## config.mk

```make
export PLATFORM = sky130hd
export DESIGN_NAME = serial_word_packer
export DESIGN_NICKNAME = d
export VERILOG_FILES = /design/src/rtl/serial_word_packer.sv
export SDC_FILE = /design/constraint.sdc
export NUM_CORES = 1
export LEC_CHECK = 0
export BUFFER_PORTS_ARGS = -buffer_cell sky130_fd_sc_hd__buf_2
export CAP_MARGIN = 25
export CORE_MARGIN = 2
export CORE_UTILIZATION = 60
export CTS_CLUSTER_SIZE = 24
export DETAILED_ROUTE_END_ITERATION = 8
export GPL_TIMING_DRIVEN = 0
export PLACE_DENSITY = 0.89
export SYNTH_ARGS = -nofsm -noshare
export SYNTH_HDL_FRONTEND = slang
export SYNTH_SLANG_ARGS = --single-unit
export TNS_END_PERCENT = 30
```

## constraint.sdc

```tcl
create_clock -name clock_1 -period 4.3 [get_ports clock_1]
set_input_delay 0.645 -clock clock_1 [delete_from_list [all_inputs] [get_ports clock_1]]
set_output_delay 0.645 -clock clock_1 [all_outputs]
set_load 0.005 [all_outputs]
```

## src/rtl/serial_word_packer.sv

```systemverilog
// Packs an MSB-first serial bit stream into 16-bit words and writes them to a
// downstream FIFO, holding one word while the FIFO is full and counting drops.
module serial_word_packer #(
  parameter int CNT_W = 8
) (
  input  logic             clock_1,
  input  logic             reset,
  input  logic             frame_start,
  input  logic             frame_end,
  input  logic             bit_in,
  input  logic             bit_valid,
  input  logic             buffer_full,
  output logic             data_1_en,
  output logic [15:0]      data_1,
  output logic             pending,
  output logic             in_frame,
  output logic [CNT_W-1:0] ovf_count
);

  typedef enum logic {IDLE, SHIFT} state_t;

  state_t      state;
  logic [4:0]  bit_cnt;
  logic [15:0] shift_reg;
  logic [15:0] hold_reg;

  logic        accept;
  logic [4:0]  cnt_base;
  logic [15:0] shift_base;
  logic [15:0] word_next;
  logic        complete;
  logic        release_hold;
  logic        direct_push;

  // A frame_start restarts the word, so the bit sampled with it becomes bit 15.
  assign accept       = bit_valid && (frame_start || (state == SHIFT));
  assign cnt_base     = frame_start ? 5'd0 : bit_cnt;
  assign shift_base   = frame_start ? 16'h0000 : shift_reg;
  assign word_next    = {shift_base[14:0], bit_in};
  assign complete     = accept && (cnt_base == 5'd15);

  // Pushes are only issued when the previous cycle had no strobe, so each push
  // sees the FIFO's updated full flag.
  assign release_hold = pending && !buffer_full && !data_1_en;
  assign direct_push  = complete && !pending && !buffer_full && !data_1_en;

  // NOTE: all state here uses non-blocking assignments so every register samples
  // the pre-edge values computed above, regardless of statement order.
  always_ff @(posedge clock_1 or posedge reset) begin
    if (reset) begin
      state     <= IDLE;
      in_frame  <= 1'b0;
      bit_cnt   <= 5'd0;
      shift_reg <= 16'h0000;
      hold_reg  <= 16'h0000;
      pending   <= 1'b0;
      data_1_en <= 1'b0;
      data_1    <= 16'h0000;
      ovf_count <= '0;
    end else begin
      if (frame_start) begin
        state    <= SHIFT;
        in_frame <= 1'b1;
      end else if (frame_end) begin
        state    <= IDLE;
        in_frame <= 1'b0;
      end

      if (accept) begin
        shift_reg <= word_next;
        bit_cnt   <= complete ? 5'd0 : cnt_base + 5'd1;
      end else if (frame_start) begin
        shift_reg <= 16'h0000;
        bit_cnt   <= 5'd0;
      end

      // A frame end discards any partial word; a word completed by the same bit
      // has already been captured below and the counter is zero anyway.
      if (frame_end && !frame_start) begin
        shift_reg <= 16'h0000;
        bit_cnt   <= 5'd0;
      end

      data_1_en <= release_hold || direct_push;
      if (release_hold)
        data_1 <= hold_reg;
      else if (direct_push)
        data_1 <= word_next;

      if (complete) begin
        if (!pending) begin
          if (!direct_push) begin
            hold_reg <= word_next;
            pending  <= 1'b1;
          end
        end else if (release_hold) begin
          hold_reg <= word_next;
        end else if (ovf_count != {CNT_W{1'b1}}) begin
          ovf_count <= ovf_count + CNT_W'(1);
        end
      end else if (release_hold) begin
        pending <= 1'b0;
      end
    end
  end

endmodule
```

Word level (Yosys, flattened, before mapping)
Index checks and enable logic that the tools add are counted.
{"block": "classes", "addsub": 2, "n_eq_ne": 4, "mux": 18, "bitwise": 1, "reduce_logical": 19}
{"cell": "two-way mux 16 bit", "count": 5}
{"cell": "two-way mux 15 bit", "count": 3}
{"cell": "two-way mux 5 bit", "count": 4}
{"cell": "adder 8 x 1 -> 8 bit (second input constant)", "count": 1}
{"cell": "logical AND 1 bit", "count": 8}
{"cell": "!= test 8 bit (second input constant)", "count": 1}
{"cell": "two-way mux 1 bit", "count": 6}
{"cell": "nonzero test 2 bit", "count": 3}
{"cell": "adder 5 x 1 -> 5 bit (second input constant)", "count": 1}
{"cell": "== test 5 x 4 -> 1 bit (second input constant)", "count": 1}
{"cell": "logical NOT 1 bit", "count": 4}
{"cell": "AND reduction 4 bit", "count": 1}
{"cell": "AND reduction 3 bit", "count": 1}
{"cell": "logical OR 1 bit", "count": 2}
{"cell": "!= test 2 x 1 -> 1 bit (second input constant)", "count": 1}
{"cell": "!= test 2 bit (second input constant)", "count": 1}
{"cell": "NOT 1 bit", "count": 1}
{"block": "word_totals", "register_bits": 63, "elab_cells": 52}

Longest topological paths before layout
Gate-level depths: netlist of the first run.
{"block": "depth", "depth_word": 9, "ltp_mapped": 11, "depth_no_buf": 6}

Worst setup path before layout of the first run
OpenSTA, ideal clock, no wires.
{"block": "synth_path", "kind": "in2reg", "startpoint": "input frame_start", "endpoint": "register hold_reg[0]", "arrival_ns": 2.557, "setup_slack_ns": 1.617, "path_stages": 11, "path_buffers": 5, "cell_sequence": "buf_2 -> clkbuf_1 -> nor2b_1 -> ha_1 -> and4_4 -> and3_1 -> buf_6 -> o21a_4 -> buf_6 -> buf_12 -> mux2_4"}
{"block": "synth_via", "elab_chain_cells": 8}
{"element": "start, declared", "line": "8", "rtl": "input logic frame_start,"}
{"element": "two-way mux 5 bit / logical OR 1 bit (equally long branches)"}
{"element": "== test 5 x 4 -> 1 bit / logical AND 1 bit (equally long branches)", "line": "40, 36"}
{"element": "logical AND 1 bit *", "line": "40", "rtl": "assign complete = accept && (cnt_base == 5'd15);"}
{"element": "logical AND 1 bit (3 in series)", "line": "45", "rtl": "assign direct_push = complete && !pending && !buffer_full && !data_1_en;"}
{"element": "!= test 2 bit (no source line)"}
{"element": "AND reduction 3 bit (no source line) *"}
{"element": "end signal, assigned", "line": "93", "rtl": "hold_reg <= word_next;"}
{"element": "end signal, assigned", "line": "97", "rtl": "hold_reg <= word_next;"}
{"element": "end, declared", "line": "25", "rtl": "logic [15:0] hold_reg;"}
Every way passes the cells marked *; elsewhere a longest branch is shown, timed or not.
A chain may end at the register's enable or synchronous reset.

Worst setup path in the final report of the first run
{"block": "layout_path", "startpoint": "input frame_start", "endpoint": "register data_1[2]"}
{"block": "layout_via", "elab_chain_cells": 7}
{"element": "two-way mux 5 bit / logical OR 1 bit (equally long branches)"}
{"element": "== test 5 x 4 -> 1 bit / logical AND 1 bit (equally long branches)", "line": "40, 36"}
{"element": "logical AND 1 bit", "line": "40"}
{"element": "logical AND 1 bit (3 in series)", "line": "45"}
{"element": "nonzero test 2 bit (no source line)"}
{"element": "end signal, assigned", "line": "86", "rtl": "data_1 <= hold_reg;"}
{"element": "end signal, assigned", "line": "88", "rtl": "data_1 <= word_next;"}
{"element": "end, declared", "line": "14", "rtl": "output logic [15:0] data_1,"}
Parallel ways exist; a longest one is shown, timed or not. The select of a mux whose other input is x is not followed.

==> impl_table.tex, run 1 <==
\begin{tabular}{lr}
\hline
Metric & Value \\
\hline
\multicolumn{2}{l}{\textbf{Finish}} \\
Register cell area after layout & 1580 um2 \\
Fraction of final layout cells with drive strength greater than 1 & 0.248 \\
Diode insertion count for antenna repair & 0 \\
Filler instances & $\sim$340 \\
Multi-input combinational cell area & $\sim$1300 um2 \\
Area growth from synthesis to layout & 17.2\% \\
Number of nets in the layout & approximately 340 \\
\multicolumn{2}{l}{\textbf{Synth}} \\
Most frequent cells after synthesis & sky130\_fd\_sc\_hd\_\_dfrtp\_1 (63), sky130\_fd\_sc\_hd\_\_nand2\_1 (50), sky130\_fd\_sc\_hd\_\_nand3\_1 (20), sky130\_fd\_sc\_hd\_\_nor2b\_1 (17), sky130\_fd\_sc\_hd\_\_o21ai\_0 (17) \\
Total nets after synthesis & between 200 and 300 \\
Post-synthesis average cell area & around 10 um2 \\
EDFF count, synth & 0 \\
Most frequent cell after synthesis & sky130\_fd\_sc\_hd\_\_dfrtp\_1 \\
Commonest register cell after synthesis & sky130\_fd\_sc\_hd\_\_dfrtp\_1 \\
Async SR Flop Fraction & 1.00 \\
Post-synth top area cell & sky130\_fd\_sc\_hd\_\_dfrtp\_1 \\
Yosys reg bits & between 60 and 70 \\
Count of mapped cells out of synthesis & 290 \\
Count of cell types in the netlist & 42 \\
Synth top area cells & sky130\_fd\_sc\_hd\_\_dfrtp\_1 (53\%), sky130\_fd\_sc\_hd\_\_nand2\_1 (6.3\%), sky130\_fd\_sc\_hd\_\_mux2\_4 (5.1\%) \\
Sequential-to-total area share from yosys stat & 0.532 \\
Area share of the leading cell type in the synthesized netlist & 0.532 \\
Warnings, synthesis & 0 \\
Cell area after synthesis & just under 3000 um2 \\
\multicolumn{2}{l}{\textbf{Global routing}} \\
Aggregate global routing overflow & 0 \\
First-pass GRT wire length & around 11000 um \\
Vias in the first global route & about 2.3k \\
Number of antenna violations at the first check in global routing & 0 \\
Total global routing track utilization & 0.265 \\
Largest net degree at the start of global routing & 45 \\
\multicolumn{2}{l}{\textbf{Detailed routing}} \\
1st-iter DRT viols & between 100 and 150 \\
Residual DRC & 0 \\
Via-to-Cell Ratio & approximately 5.6 \\
Antenna Violating Nets Remaining & 0 \\
Mean routed wirelength per cell & 15.9 um \\
Initial DRT Pass Iterations & 4 \\
Vias after detailed routing & $\sim$2.3k \\
Aggregate routed wire length & between 6000 and 7000 um \\
\multicolumn{2}{l}{\textbf{STA}} \\
Final clock skew & about 0.016 ns \\
Hold violation total from the final report & 0 \\
Final count of negative-setup-slack endpoints & 0 \\
Final Critical Period & around 2.7 ns \\
Total negative setup slack & 0 ns \\
Max frequency & 0.368 GHz \\
Final critical-path share of the clock period & 0.632 \\
Least-Margin Pin Slew & 0.547 ns \\
Max transition margin & 0.636 \\
Final slew viol count & 0 \\
Final hold slack & between 0.2 and 0.3 ns \\
Setup repair after global routing missed its margin & no \\
\multicolumn{2}{l}{\textbf{Clocking}} \\
Count of cells resized by post-cts repair & 0 \\
CTS Buf Count & 9 \\
TritonCTS clock tree & yes \\
Depth of the CTS H-tree & 3 \\
Hold buffer count at cts & 0 \\
Latest clock arrival within the worst-skew pair & between 0.3 and 0.4 ns \\
Buffers from clock root to sink, at most & 2 \\
Clock sink count & between 60 and 70 \\
Clock-pin transition on the worst setup and hold timing paths & 0.09 ns \\
Setup Fix Bufs, Post-CTS & 0 \\
Root Driver & sky130\_fd\_sc\_hd\_\_clkbuf\_8 \\
\multicolumn{2}{l}{\textbf{Worst hold path}} \\
Worst min path class & primary input to async pin \\
\multicolumn{2}{l}{\textbf{Setup path}} \\
Element type at the critical path end & flip-flop \\
Worst Setup Path Type & primary input to flip-flop \\
Data required time at the worst endpoint & around 4.6 ns \\
Highest net fanout along the worst path & 10 \\
CP startpoint kind & primary input \\
Data arrival at the endpoint of the critical path & about 3.0 ns \\
\multicolumn{2}{l}{\textbf{Floorplanning}} \\
Die X-Extent & approximately 74 um \\
Vertical die dimension & between 70 and 80 um \\
Effective utilization at floorplan & 0.624 \\
Cell Rows & 25 \\
Number of top-level design ports & 34 \\
Total die area & roughly 5500 um2 \\
Core outline area & approximately 4800 um2 \\
\multicolumn{2}{l}{\textbf{Run status}} \\
Result of the run & finished clean \\
\multicolumn{2}{l}{\textbf{Power and ir drop}} \\
Peak ir drop on the vdd network & approximately 350 uV \\
Total power & approximately 0.0013 W \\
Pwr dens & 372 nW/um2 \\
Leakage power & approximately 1.7 nW \\
\multicolumn{2}{l}{\textbf{Placed design}} \\
HPWL after detailed placement & approximately 4200 um \\
Final weighted congestion in routability-driven placement & approximately 0.85 \\
Port bufs & 32 \\
\multicolumn{2}{l}{\textbf{Flow run}} \\
Number of violations of the max-capacitance limit & 0 \\
\hline
\end{tabular}
==> per-stage QoR <==
stage / util / worst slack [ns] / instance area [um2] / instances
final: 0.731 / 1.58 / 3470 / 406
after CTS: 0.731 / 1.61 / 3470 / 406
after detailed placement: 0.679 / 1.28 / 3230 / 390
after global routing: 0.731 / 1.38 / 3470 / 406
after floorplan: - / 1.62 / 2970 / 290
after global placement: 0.675 / 1.36 / 3210 / 389
==> cell type report <==
class,instances,share of cell area
clock buffer,10,0.0396
tap,67,0.0241
inverter,6,0.00648
buffer,20,0.0328
multi-input combinational,201,0.360
clock inverter,6,0.0310
sequential,63,0.454
timing repair buffer,33,0.0519
==> cell usage in the layout, fill, tap and decap left out, types with 3 or more instances in the layout <==
cell	count
sky130_fd_sc_hd__nand2_1	50
sky130_fd_sc_hd__nand3_1	20
sky130_fd_sc_hd__nor3_1	3
sky130_fd_sc_hd__dfrtp_1	63
sky130_fd_sc_hd__bufinv_16	3
sky130_fd_sc_hd__clkbuf_1	10
sky130_fd_sc_hd__mux2_2	8
sky130_fd_sc_hd__o21ai_0	17
sky130_fd_sc_hd__nor2_1	9
sky130_fd_sc_hd__nand4_1	16
sky130_fd_sc_hd__nor2b_1	17
sky130_fd_sc_hd__mux2_4	10
sky130_fd_sc_hd__clkbuf_8	10
sky130_fd_sc_hd__inv_1	5
sky130_fd_sc_hd__a21oi_1	15
sky130_fd_sc_hd__a2bb2oi_1	3
sky130_fd_sc_hd__buf_2	38
sky130_fd_sc_hd__xor2_1	6
==> critical path: stages <==
cell and delay, ns:
sky130_fd_sc_hd__buf_2 0.16, sky130_fd_sc_hd__clkbuf_1 0.43, sky130_fd_sc_hd__nor2b_1 0.13, sky130_fd_sc_hd__ha_1 0.25, sky130_fd_sc_hd__and4_4 0.22, sky130_fd_sc_hd__a31oi_1 0.44, sky130_fd_sc_hd__clkbuf_1 0.44, sky130_fd_sc_hd__o21ai_0 0.15
sky130_fd_sc_hd__nand3_1 0.11
==> worst paths after layout <==
path                                   start      endpoint  slack (ns)  cells after the start
worst max register to register    bit_cnt[1]     data_1[2]        2.08                      7
min in group clock_1            hold_reg[10]    data_1[10]        0.49                      2
max in group asynchronous              reset  shift_reg[0]        3.44                      3
worst min register to register  hold_reg[10]    data_1[10]        0.49                      2
worst max-delay path             frame_start     data_1[2]        1.58                      9
worst min-delay path                   reset  ovf_count[7]        0.28                      2
==> cells by family (layout without fill, tap and decap cells) <==
logic type | after synthesis | count (layout) | share of synthesized area
fa+ha+maj | 2 | 2 | 0.00844
xor+xnor | 6 | 6 | 0.0177
mux | 18 | 18 | 0.0810
simple gates | 129 | 129 | 0.222
buf+inv | 26 | 75 | 0.0460
flops | 63 | 63 | 0.532
compound gates | 46 | 46 | 0.0933
==> layer usage <==
layer	global-route usage	vias up	part of all wire
li1	-	1089	-
met1	0.361	1109	0.42
met2	0.398	65	0.51
met3	0.0474	15	0.048
met4	0.167	0	0.023
met5	0	-	0
==> report_power, final <==
group | leakage, nW | switching [W] | total, W | internal (W)
clock | 0.122 | 0.000243 | 0.000641 | 0.000399
sequential | 0.875 | 0.00000201 | 0.000597 | 0.000595
combinational | 0.705 | 0.0000404 | 0.0000528 | 0.0000124
(Power assumes the default switching activity.)
==> run 2, diff against run 1 <==
CORE_UTILIZATION = 52   (was 60)
PLACE_DENSITY = 0.82   (was 0.89)
clock period = 2.37 ns   (was 4.3 ns; I/O delays follow)
==> run 2 against run 1 <==
Total power rose by 59%. Register-to-register slack got worse by 1.9 ns. Largest cell class unchanged. Worst setup slack got worse by 1.4 ns. Critical endpoint is now hold_reg[1]. Non-clock buffer count did not move. Hold slack worse by 0.23 ns. Flip-flop and latch count unchanged. Clock power is 37% higher. Utilization is 11 points lower. Sequential power up 81%. Final cell count up 0.99%. Global-route usage is 4.5 points lower. Cell area down 1.6%.
==> impl_table.tex, run 2 (same netlist as run 1, synthesis figures left out) <==
\begin{tabular}{lr}
\hline
Metric & Value \\
\hline
\multicolumn{2}{l}{\textbf{Run status}} \\
Result of the run & finished clean (unchanged) \\
\multicolumn{2}{l}{\textbf{Finish}} \\
Final core occ & 0.621 (was 0.731) \\
Diode insertion count for antenna repair & 0 (unchanged) \\
Most used cells in the layout excluding fill and tap cells & sky130\_fd\_sc\_hd\_\_dfrtp\_1 (63), sky130\_fd\_sc\_hd\_\_nand2\_1 (50), sky130\_fd\_sc\_hd\_\_buf\_2 (38) (unchanged) \\
Area of all placed cells without fillers & 3420 um2 (was 3470 um2) \\
Most frequent standard cell in the layout excluding fill and tap cells & sky130\_fd\_sc\_hd\_\_dfrtp\_1 (unchanged) \\
Number of nets in the layout & 343 (unchanged) \\
Non-filler instance count after layout & 410 (was 406) \\
Filler instances & 431 (was 341) \\
Fraction of final layout cells with drive strength greater than 1 & 0.251 (was 0.248) \\
Area growth from synthesis to layout & 15.3\% (was 17.2\%) \\
\multicolumn{2}{l}{\textbf{Floorplanning}} \\
Number of top-level design ports & 34 (unchanged) \\
Effective utilization at floorplan & 0.539 (was 0.624) \\
Cell Rows & 27 (was 25) \\
Die X-Extent & 79.5 um (was 74.3 um) \\
Core outline area & 5510 um2 (was 4750 um2) \\
Vertical die dimension & 79.5 um (was 74.3 um) \\
Total die area & 6320 um2 (was 5520 um2) \\
\multicolumn{2}{l}{\textbf{Setup path}} \\
Critical path's most frequent cell & sky130\_fd\_sc\_hd\_\_buf\_6 (was sky130\_fd\_sc\_hd\_\_clkbuf\_1) \\
Number of buffer and inverter stages on the critical path & 5 (was 3) \\
Worst Setup Path Type & primary input to flip-flop (unchanged) \\
Highest net fanout along the worst path & 10 (unchanged) \\
Element type at the critical path end & flip-flop (unchanged) \\
Data required time at the worst endpoint & 2.59 ns (was 4.58 ns) \\
Internal reg-to-reg setup slack & 0.17 ns (was 2.08 ns) \\
Data arrival at the endpoint of the critical path & 2.45 ns (was 2.99 ns) \\
Cells on worst reg2reg path & 9 (was 7) \\
Kind of cell adding the most delay to the critical path & buffers and inverters (unchanged) \\
Beginning of the worst register-to-register path & bit\_cnt[0] (was bit\_cnt[1]) \\
Cell with the largest stage delay on the worst path & sky130\_fd\_sc\_hd\_\_mux2\_4 (was sky130\_fd\_sc\_hd\_\_a31oi\_1) \\
Worst reg2reg path endpoint & hold\_reg[1] (was data\_1[2]) \\
Cell chain of the critical path & buf\_2 > clkbuf\_2 > nor2b\_2 > ha\_1 > and4\_4 > and3\_1 > buf\_6 > o21a\_4 > buf\_6 > buf\_12 > mux2\_4 (was buf\_2 > clkbuf\_1 > nor2b\_1 > ha\_1 > and4\_4 > a31oi\_1 > clkbuf\_1 > o21ai\_0 > nand3\_1) \\
Maximum single-stage delay on the critical path & 0.31 ns (was 0.44 ns) \\
CP startpoint kind & primary input (unchanged) \\
\multicolumn{2}{l}{\textbf{STA}} \\
Final clock skew & 0.00875 ns (was 0.0158 ns) \\
Final count of negative-setup-slack endpoints & 0 (unchanged) \\
Final Worst Setup Slack & 0.139 ns (was 1.58 ns) \\
Max frequency & between 0.4 and 0.5 GHz \\
Least-Margin Pin Slew & 0.603 ns (was 0.547 ns) \\
Max transition margin & 0.596 (was 0.636) \\
Hold violation total from the final report & 0 (unchanged) \\
Final Critical Period & $\sim$2.2 ns \\
Final slew viol count & 0 (unchanged) \\
Setup repair after global routing missed its margin & no (unchanged) \\
Final critical-path share of the clock period & 0.941 \\
Final hold slack & 0.0464 ns (was 0.276 ns) \\
\multicolumn{2}{l}{\textbf{Clocking}} \\
TritonCTS clock tree & yes (unchanged) \\
Buffers from clock root to sink, at most & 2 (unchanged) \\
Hold buffer count at cts & 0 (unchanged) \\
Clock sink count & 63 (unchanged) \\
Clock-pin transition on the worst setup and hold timing paths & 0.07 ns (was 0.09 ns) \\
Count of cells resized by post-cts repair & 0 (unchanged) \\
CTS Buf Count & 9 (unchanged) \\
Latest clock arrival within the worst-skew pair & 0.34 ns (was 0.36 ns) \\
Depth of the CTS H-tree & 3 (unchanged) \\
Root Driver & sky130\_fd\_sc\_hd\_\_clkbuf\_8 (unchanged) \\
Setup Fix Bufs, Post-CTS & 0 (unchanged) \\
\multicolumn{2}{l}{\textbf{Detailed routing}} \\
Aggregate routed wire length & 6240 um (was 6470 um) \\
Vias after detailed routing & 2280 (was 2278) \\
Via-to-Cell Ratio & 5.56 (was 5.61) \\
Initial DRT Pass Iterations & 4 (unchanged) \\
Antenna Violating Nets Remaining & 0 (unchanged) \\
1st-iter DRT viols & 217 (was 143) \\
Mean routed wirelength per cell & 15.2 um (was 15.9 um) \\
Residual DRC & 0 (unchanged) \\
\multicolumn{2}{l}{\textbf{Power and ir drop}} \\
Pwr dens & 602 nW/um2 (was 372 nW/um2) \\
Comb power frac & 0.047 (was 0.041) \\
Switching share of power & 0.234 (was 0.221) \\
Net switching power & 0.000480 W (was 0.000285 W) \\
Leakage power & 1.68 nW (was 1.70 nW) \\
Reg power frac & 0.527 (was 0.463) \\
Total internal power & 0.00158 W (was 0.00101 W) \\
Fraction of power consumed by the clock network & 0.426 (was 0.497) \\
Peak ir drop on the vdd network & 336 uV (was 353 uV) \\
\multicolumn{2}{l}{\textbf{Placed design}} \\
HPWL after detailed placement & 4200 um (was 4180 um) \\
Cell area after placement & 3240 um2 (was 3230 um2) \\
Port bufs & 32 (unchanged) \\
Post-placement setup slack & -0.223 ns (was 1.28 ns) \\
Final weighted congestion in routability-driven placement & 0.826 (was 0.849) \\
Post-Place Cells & 395 (was 390) \\
\multicolumn{2}{l}{\textbf{Global routing}} \\
Total global routing track utilization & 0.220 (was 0.265) \\
Aggregate global routing overflow & 0 (unchanged) \\
Largest net degree at the start of global routing & 41 (was 45) \\
Vias in the first global route & 2223 (was 2301) \\
Number of antenna violations at the first check in global routing & 0 (unchanged) \\
First-pass GRT wire length & 10600 um (was 10700 um) \\
\multicolumn{2}{l}{\textbf{Flow run}} \\
Number of violations of the max-capacitance limit & 0 (unchanged) \\
\multicolumn{2}{l}{\textbf{Worst hold path}} \\
Worst min path class & primary input to async pin (unchanged) \\
\hline
\end{tabular}
==> run 2: cell types whose count changed in the layout (fill, tap and decap cells not counted), sizes merged <==
cell / change
clkinv: +2
bufinv: -2
clkinvlp: -1
==> run 2: per-layer routing <==
layer	GRT usage	vias to the layer above	wire length (um)
li1	-	1098	-
met1	0.307	1114	2890
met2	0.324	53	2950
met3	0.0351	15	228
met4	0.133	0	174
met5	0	-	0
==> run 2: area by class of cell <==
type	instances	area, um2	share of cell area
clock buffer	10	128	0.0373
sequential	63	1580	0.461
multi-input combinational	201	1250	0.367
buffer	20	116	0.0340
inverter	6	22.5	0.00659
clock inverter	5	50.0	0.0146
tap	72	90.1	0.0264
timing repair buffer	33	180	0.0527
==> run 2: worst max path at each step <==
| stage | start | end | slack (ns) | cells past startpoint |
|---|---|---|---|---|
| global placement | reset | hold_reg[3] | -0.31 | 2 |
| CTS | frame_start | hold_reg[1] | 0.12 | 11 |
| finish | frame_start | hold_reg[1] | 0.14 | 11 |
| floorplan | frame_start | hold_reg[0] | 0.04 | 11 |
| detailed placement | frame_start | hold_reg[1] | -0.22 | 11 |
| global route | frame_start | hold_reg[3] | 0.04 | 11 |
==> run 2: power by group through the flow <==
stage	logic, W	clock network [W]	registers [W]
6_report	0.0000961	0.000876	0.00108
3_3_place_gp	0.0000907	0	0.00110
2_1_floorplan	0.0000616	0	0.00110
5_1_grt	0.000109	0.000927	0.00108
4_1_cts	0.0000970	0.000883	0.00108
3_5_place_dp	0.0000960	0	0.00110
==> run 2: worst register-to-register path, delay by kind of cell, from the launching register on <==
family                     cells  cell delay [ns]
and+or+nand+nor                3             0.66
muxes                          1             0.31
DFF                            1             0.33
buffers and inverters          3             0.43
adders and majority gates      1             0.23
AOI/OAI and AO/OA              1             0.13
==> run 2: per-stage QoR <==
stage / power (W) / TNS, ns
4_1_cts: 0.00206 / 0
2_1_floorplan: 0.00117 / 0
3_5_place_dp: 0.00120 / -4.57
3_3_place_gp: 0.00120 / -23.17
5_1_grt: 0.00212 / 0
6_report: 0.00206 / 0
